**config.mk**
```make
export PLATFORM = sky130hd
export DESIGN_NAME = apb_reg_bank
export DESIGN_NICKNAME = d
export VERILOG_FILES = /design/src/rtl/apb_reg_bank.sv
export SDC_FILE = /design/constraint.sdc
export NUM_CORES = 1
export LEC_CHECK = 0
export BUFFER_PORTS_ARGS = -buffer_cell sky130_fd_sc_hd__buf_2
export CAP_MARGIN = 20
export CORE_MARGIN = 1.5
export CORE_UTILIZATION = 50
export DETAILED_ROUTE_END_ITERATION = 8
export PLACE_DENSITY = 0.76
export SLEW_MARGIN = 20
export SYNTH_ARGS = -nofsm -noshare
export SYNTH_HDL_FRONTEND = slang
export SYNTH_SLANG_ARGS = --single-unit
```
**constraint.sdc**
```tcl
create_clock -name pclk -period 4.66 [get_ports pclk]
set_clock_uncertainty 0.2 [all_clocks]
set_input_delay 0.466 -clock pclk [delete_from_list [all_inputs] [get_ports pclk]]
set_output_delay 0.466 -clock pclk [all_outputs]
set_load 0.03 [all_outputs]
```
**src/rtl/apb_reg_bank.sv**
```systemverilog
// apb_reg_bank: APB3 slave with NUM_REGS read/write registers, programmable wait states and pslverr.
// Byte-lane write strobes are added by defining APB_PSTRB_EN; without it every write is full-width.
module apb_reg_bank #(
  parameter int                 ADDR_W      = 32,
  parameter int                 DATA_W      = 32,
  parameter int                 NUM_REGS    = 8,
  parameter logic [ADDR_W-1:0]  BASE_ADDR   = '0,
  parameter int                 WAIT_STATES = 0,
  parameter logic [DATA_W-1:0]  RESET_VAL   = '0
) (
  input  logic                         pclk,
  input  logic                         presetn,
  input  logic                         psel,
  input  logic                         penable,
  input  logic                         pwrite,
  input  logic [ADDR_W-1:0]            paddr,
  input  logic [DATA_W-1:0]            pwdata,
`ifdef APB_PSTRB_EN
  input  logic [DATA_W/8-1:0]          pstrb,
`endif
  output logic [DATA_W-1:0]            prdata,
  output logic                         pready,
  output logic                         pslverr,
  output logic [NUM_REGS*DATA_W-1:0]   reg_out,
  output logic [NUM_REGS-1:0]          wr_pulse
);

  localparam int STRB_W = DATA_W / 8;
  localparam int IDX_W  = (NUM_REGS > 1) ? $clog2(NUM_REGS) : 1;

  typedef enum logic [1:0] {S_IDLE, S_WAIT, S_RESP} state_t;

  state_t              state, state_nxt;
  logic [3:0]          cnt_p0;
  logic                wr_p0, err_p0;
  logic [IDX_W-1:0]    idx_p0;
  logic [DATA_W-1:0]   wdata_p0;
  logic [STRB_W-1:0]   strb_p0;
  logic [DATA_W-1:0]   regs [NUM_REGS];

  logic [ADDR_W-1:0]   off, word;
  logic                dec_err, start, fire, commit;
  logic [STRB_W-1:0]   strb_in;
  logic [DATA_W-1:0]   prdata_nxt;
  logic [NUM_REGS-1:0] wr_pulse_nxt;

  function automatic logic [DATA_W-1:0] merge_bytes(input logic [DATA_W-1:0] old_v,
                                                    input logic [DATA_W-1:0] new_v,
                                                    input logic [STRB_W-1:0] strb);
    logic [DATA_W-1:0] res;
    res = old_v;
    for (int b = 0; b < STRB_W; b++)
      if (strb[b]) res[b*8 +: 8] = new_v[b*8 +: 8];
    return res;
  endfunction

  // Address decode; an address below the base wraps off, so the explicit < check catches it
  always_comb begin
    off     = paddr - BASE_ADDR;
    word    = off >> 2;
    dec_err = (paddr[1:0] != 2'b00) || (paddr < BASE_ADDR) || (word >= ADDR_W'(NUM_REGS));
  end

`ifdef APB_PSTRB_EN
  assign strb_in = pstrb;
`else
  assign strb_in = '1;
`endif

  assign start = (state == S_IDLE) && psel && penable;

  always_comb begin
    state_nxt = state;
    case (state)
      S_IDLE: if (psel && penable) state_nxt = S_WAIT;
      S_WAIT: begin
        if (!psel)             state_nxt = S_IDLE;
        else if (cnt_p0 == '0) state_nxt = S_RESP;
      end
      S_RESP: state_nxt = S_IDLE;
      default: state_nxt = S_IDLE;
    endcase
  end

  always_comb begin
    fire         = (state == S_WAIT) && psel && (cnt_p0 == '0);
    commit       = fire && wr_p0 && !err_p0;
    prdata_nxt   = '0;
    wr_pulse_nxt = '0;
    if (fire && !wr_p0 && !err_p0) prdata_nxt = regs[idx_p0];
    if (commit)                    wr_pulse_nxt[idx_p0] = 1'b1;
  end

  always_ff @(posedge pclk or negedge presetn) begin
    if (!presetn) state <= S_IDLE;
    else          state <= state_nxt;
  end

  // p0: request captured on the first access-phase cycle, counted down in WAIT
  always_ff @(posedge pclk or negedge presetn) begin
    if (!presetn) begin
      cnt_p0   <= '0;
      wr_p0    <= 1'b0;
      err_p0   <= 1'b0;
      idx_p0   <= '0;
      wdata_p0 <= '0;
      strb_p0  <= '0;
    end else if (start) begin
      cnt_p0   <= 4'(WAIT_STATES);
      wr_p0    <= pwrite;
      err_p0   <= dec_err;
      idx_p0   <= word[IDX_W-1:0];
      wdata_p0 <= pwdata;
      strb_p0  <= strb_in;
    end else if ((state == S_WAIT) && psel && (cnt_p0 != '0)) begin
      cnt_p0   <= cnt_p0 - 4'd1;
    end
  end

  // Response and register commit share the edge that raises pready
  always_ff @(posedge pclk or negedge presetn) begin
    if (!presetn) begin
      pready   <= 1'b0;
      pslverr  <= 1'b0;
      prdata   <= '0;
      wr_pulse <= '0;
      for (int i = 0; i < NUM_REGS; i++) regs[i] <= RESET_VAL;
    end else begin
      pready   <= fire;
      pslverr  <= fire && err_p0;
      prdata   <= prdata_nxt;
      wr_pulse <= wr_pulse_nxt;
      if (commit) regs[idx_p0] <= merge_bytes(regs[idx_p0], wdata_p0, strb_p0);
    end
  end

  for (genvar g = 0; g < NUM_REGS; g++) begin : g_out
    assign reg_out[g*DATA_W +: DATA_W] = regs[g];
  end

endmodule

```
==> summary.md <==
| Metric | Value |
|---|---|
| Min Tclk post-route | 3.233 ns |
| GR peak layer | met2 |
| Max FO, Critical Path | 40 |
| Seq/Total Area, Yosys | 59.10% |
| Per-cell routed wire length | 20.62 um |
| Grt met1 use | 35.74% |
| Worst slew margin | 20.62% |
| Worst slew pin tran | 1.191 ns |
| Nets@finish | 1699 |
| Htree depth | 2 |
| Core ar. | 0.02863 mm^2 |
| Initial antenna violation count | 0 |
| Mapped Area | 0.01448 mm^2 |
| Crit path kind | reg2reg |
| Period utilisation layout | 69.38% |
| Prevailing post-synth register cell | dfrtp_1 |
| Vert. Die Dim | 173.2 um |
| Post-synth top area cell | dfrtp_1 |
| DIE AREA | 0.02999 mm^2 |
| Post-route insts no fill | 2036 |
| GRT Total Usage | 28.34% |
| RD Place Congestion | 0.8489 |
| Drt first pass iters | 5 |
| RSZ-0062 raised after global routing | false |
| Initial core utilization | 50.59% |
| Critical Path AT | 3.39 ns |
| CTS Root Cell | clkbuf_16 |
| Vias in the first global route | 11740 |
| Asr flop ratio synth | 100.0% |
| CTS sink cnt | 342 |
| CP required | 4.82 ns |
| TNS Setup | 0 ns |
| # diodes | 0 |
| Critical-path top delay cell | nand3_2 |
| Placed Area | 0.01639 mm^2 |
| Yosys top cell area share | 59.10% |
| Critical path cell sequence | inv_1 > ha_1 > nor3b_1 > nand3_2 > buf_4 > nand2_1 > o21ai_0 |
| Ranking of synthesized cells by area | dfrtp_1 (59%), mux4_2 (10%), nand2_1 (7.5%) |
| Vias | 11470 |
| Post-synth EDFFs | 0 |
| TritonCTS buffer count | 37 |
| CP startpoint kind | register |
| Ys Warns | 0 |
| Detailed-route DRC error count | 0 |
| Routed wire length | 41.99 mm |
| Synthesis-stage register bit count | 342 |
| IO Count | 367 |
| Estimated wirelength of the detail-placed design | 26.62 mm |
| Worst-Skew Late Latency | 0.52 ns |
| DRT iter0 DRCs | 821 |
| Syn-to-layout area delta | 24.18% |
| Drt via density | 5.633 |
| Worst min path class | in2reg |
| CTS clk-pin slew, worst paths | 0.06 ns |
| Layout cells sized above 1 | 33.54% |
| CTS tree | built |
| Status | completed |
| Setup violations, final | 0 |
| Post-route ant nets | 0 |
| Post-CTS Setup Inserts | 0 |
| Max cap viols | 0 |
| First-pass GRT wire length | 65.89 mm |
| Global route overflow | 0 |
| PwrDens | 380.2 mW/mm^2 |
| Fmax | 309.3 MHz |
| Port bufs | 366 |
| Post-route cell area | 0.01798 mm^2 |
| VDD IR max | 0.0002863 V |
| Syn Inst Count | 1269 |
| Final WS setup | 1.427 ns |
| Leak | 9.129 nW |
| Met3 Use GR | 7.630% |
| Setup WS pre-CTS | 1.412 ns |
| Crit-path max cell delay | 0.73 ns |
| Total Power | 0.006837 W |
| Max-slew violation count | 0 |
| Die Wd | 173.2 um |
| Post-synth net total | 1340 |
| Post-Syn Area per Cell | 11.41 um^2 |
| Final hold violations | 0 |
| Pin count of the biggest net entering global routing | 118 |
| Critical path capture point type | register |
| Yosys cell types | 38 |
| Routing usage on met2 | 46.89% |
| Inst Count DP | 1939 |
| FP Rows | 62 |
| Clock Tree Buf Depth | 3 |
through the flow:
step / hold WS [ns] / utilization (%)
CTS: 0.002130 / 62.82
floorplan: -0.02959 / -
detailed placement: 0.2897 / 57.25
global placement: 0.2771 / 57.25
global route: 0.02073 / 62.82
finish: 0.01793 / 62.82
cell usage after synthesis (all sizes together), types with 2 or more instances:
cell / n
buf: 44
clkbuf: 47
dfrtp: 342
ha: 2
inv: 42
mux2: 36
mux2i: 32
mux4: 64
nand2: 290
nand3: 4
nand3b: 3
nand4: 3
nor2: 41
nor3: 4
nor4: 5
nor4b: 2
o21ai: 288
or2: 2
or4: 3
or4b: 2
xor2: 2
cell type report:
| class | instances | area [um^2] |
|---|---|---|
| Clock buffer | 50 | 1077 |
| Timing Repair Buffer | 411 | 2290 |
| Multi-Input combinational cell | 794 | 5231 |
| Inverter | 42 | 157.7 |
| Tap cell | 384 | 480.5 |
| Clock inverter | 13 | 178.9 |
| Fill cell | 2279 | 10640 |
| Sequential cell | 342 | 8568 |
sequential cells by signal, summed over array words and instances, names as in the netlist:
register  cells
cnt_p0        4
err_p0        1
idx_p0        3
prdata       32
pready        1
pslverr       1
reg_out     256
state         2
strb_p0       1
wdata_p0     32
wr_p0         1
wr_pulse      8
final timing paths:
check	start	to	slack, ns	cells past startpoint
setup / recovery	cnt_p0[0]	reg_out[109]	1.43	7
min in group asynchronous	presetn	reg_out[62]	0.43	2
hold reg to reg	reg_out[235]	reg_out[235]	0.30	2
hold / removal	pwdata[17]	wdata_p0[17]	0.02	3
max in group asynchronous	presetn	reg_out[84]	2.71	3
setup reg to reg	cnt_p0[0]	reg_out[109]	1.43	7
placed cells by master (no fill, tap or decap), drive strengths merged:
cell type / synthesis / routed
buf: 44 / 377
dfrtp: 342 / 342
nand2: 290 / 290
o21ai: 288 / 288
mux4: 64 / 64
clkbuf: 47 / 50
inv: 42 / 43
nor2: 41 / 41
mux2: 36 / 36
dlygate4sd3: 0 / 34
mux2i: 32 / 32
nor4: 5 / 5
nor3: 4 / 4
clkinv: 0 / 4
bufinv: 0 / 4
clkinvlp: 0 / 4
nand3: 4 / 4
nand4: 3 / 3
nand3b: 3 / 3
or4: 3 / 3
nor4b: 2 / 2
or4b: 2 / 2
or2: 2 / 2
xor2: 2 / 2
ha: 2 / 2
nor3b: 1 / 1
and3b: 1 / 1
and4b: 1 / 1
or3b: 1 / 1
nand4b: 1 / 1
and4bb: 1 / 1
and3: 1 / 1
nor4bb: 1 / 1
a211oi: 1 / 1
xnor2: 1 / 1
a31oi: 1 / 1
per-layer routing:
layer,routed length (um),up-vias
met5,0,-
met4,1555,0
met3,4064,105
met2,20090,564
met1,16280,5720
li1,-,5080
report_power, final:
part	internal [W]	switching (W)
sequential	0.00305	0.000158
combinational	0.000256	0.000364
clock	0.00184	0.00117
worst max-delay path: cells and delay by family, from the launching register on:
kind | cells | cell delay (ns)
simple gates | 3 | 1.57
buf+inv | 2 | 0.62
flops | 1 | 0.41
compound gates | 1 | 0.10
fa+ha+maj | 1 | 0.17
timing repair:
| item | in CTS | in global routing |
|---|---|---|
| resized for setup | 0 | 0 |
| hold endpoints to repair | 147 | 0 |
| hold buffers | 34 | 0 |
kinds of logic after synthesis:
logic type	after synthesis	synth area share, %
compound gates	290	10.15
xor+xnor	3	0.1815
buf+inv	133	4.968
mux	132	14.96
flops	342	59.10
simple gates	367	10.46
fa+ha+maj	2	0.1728
Power figures use the tool's default switching activity.
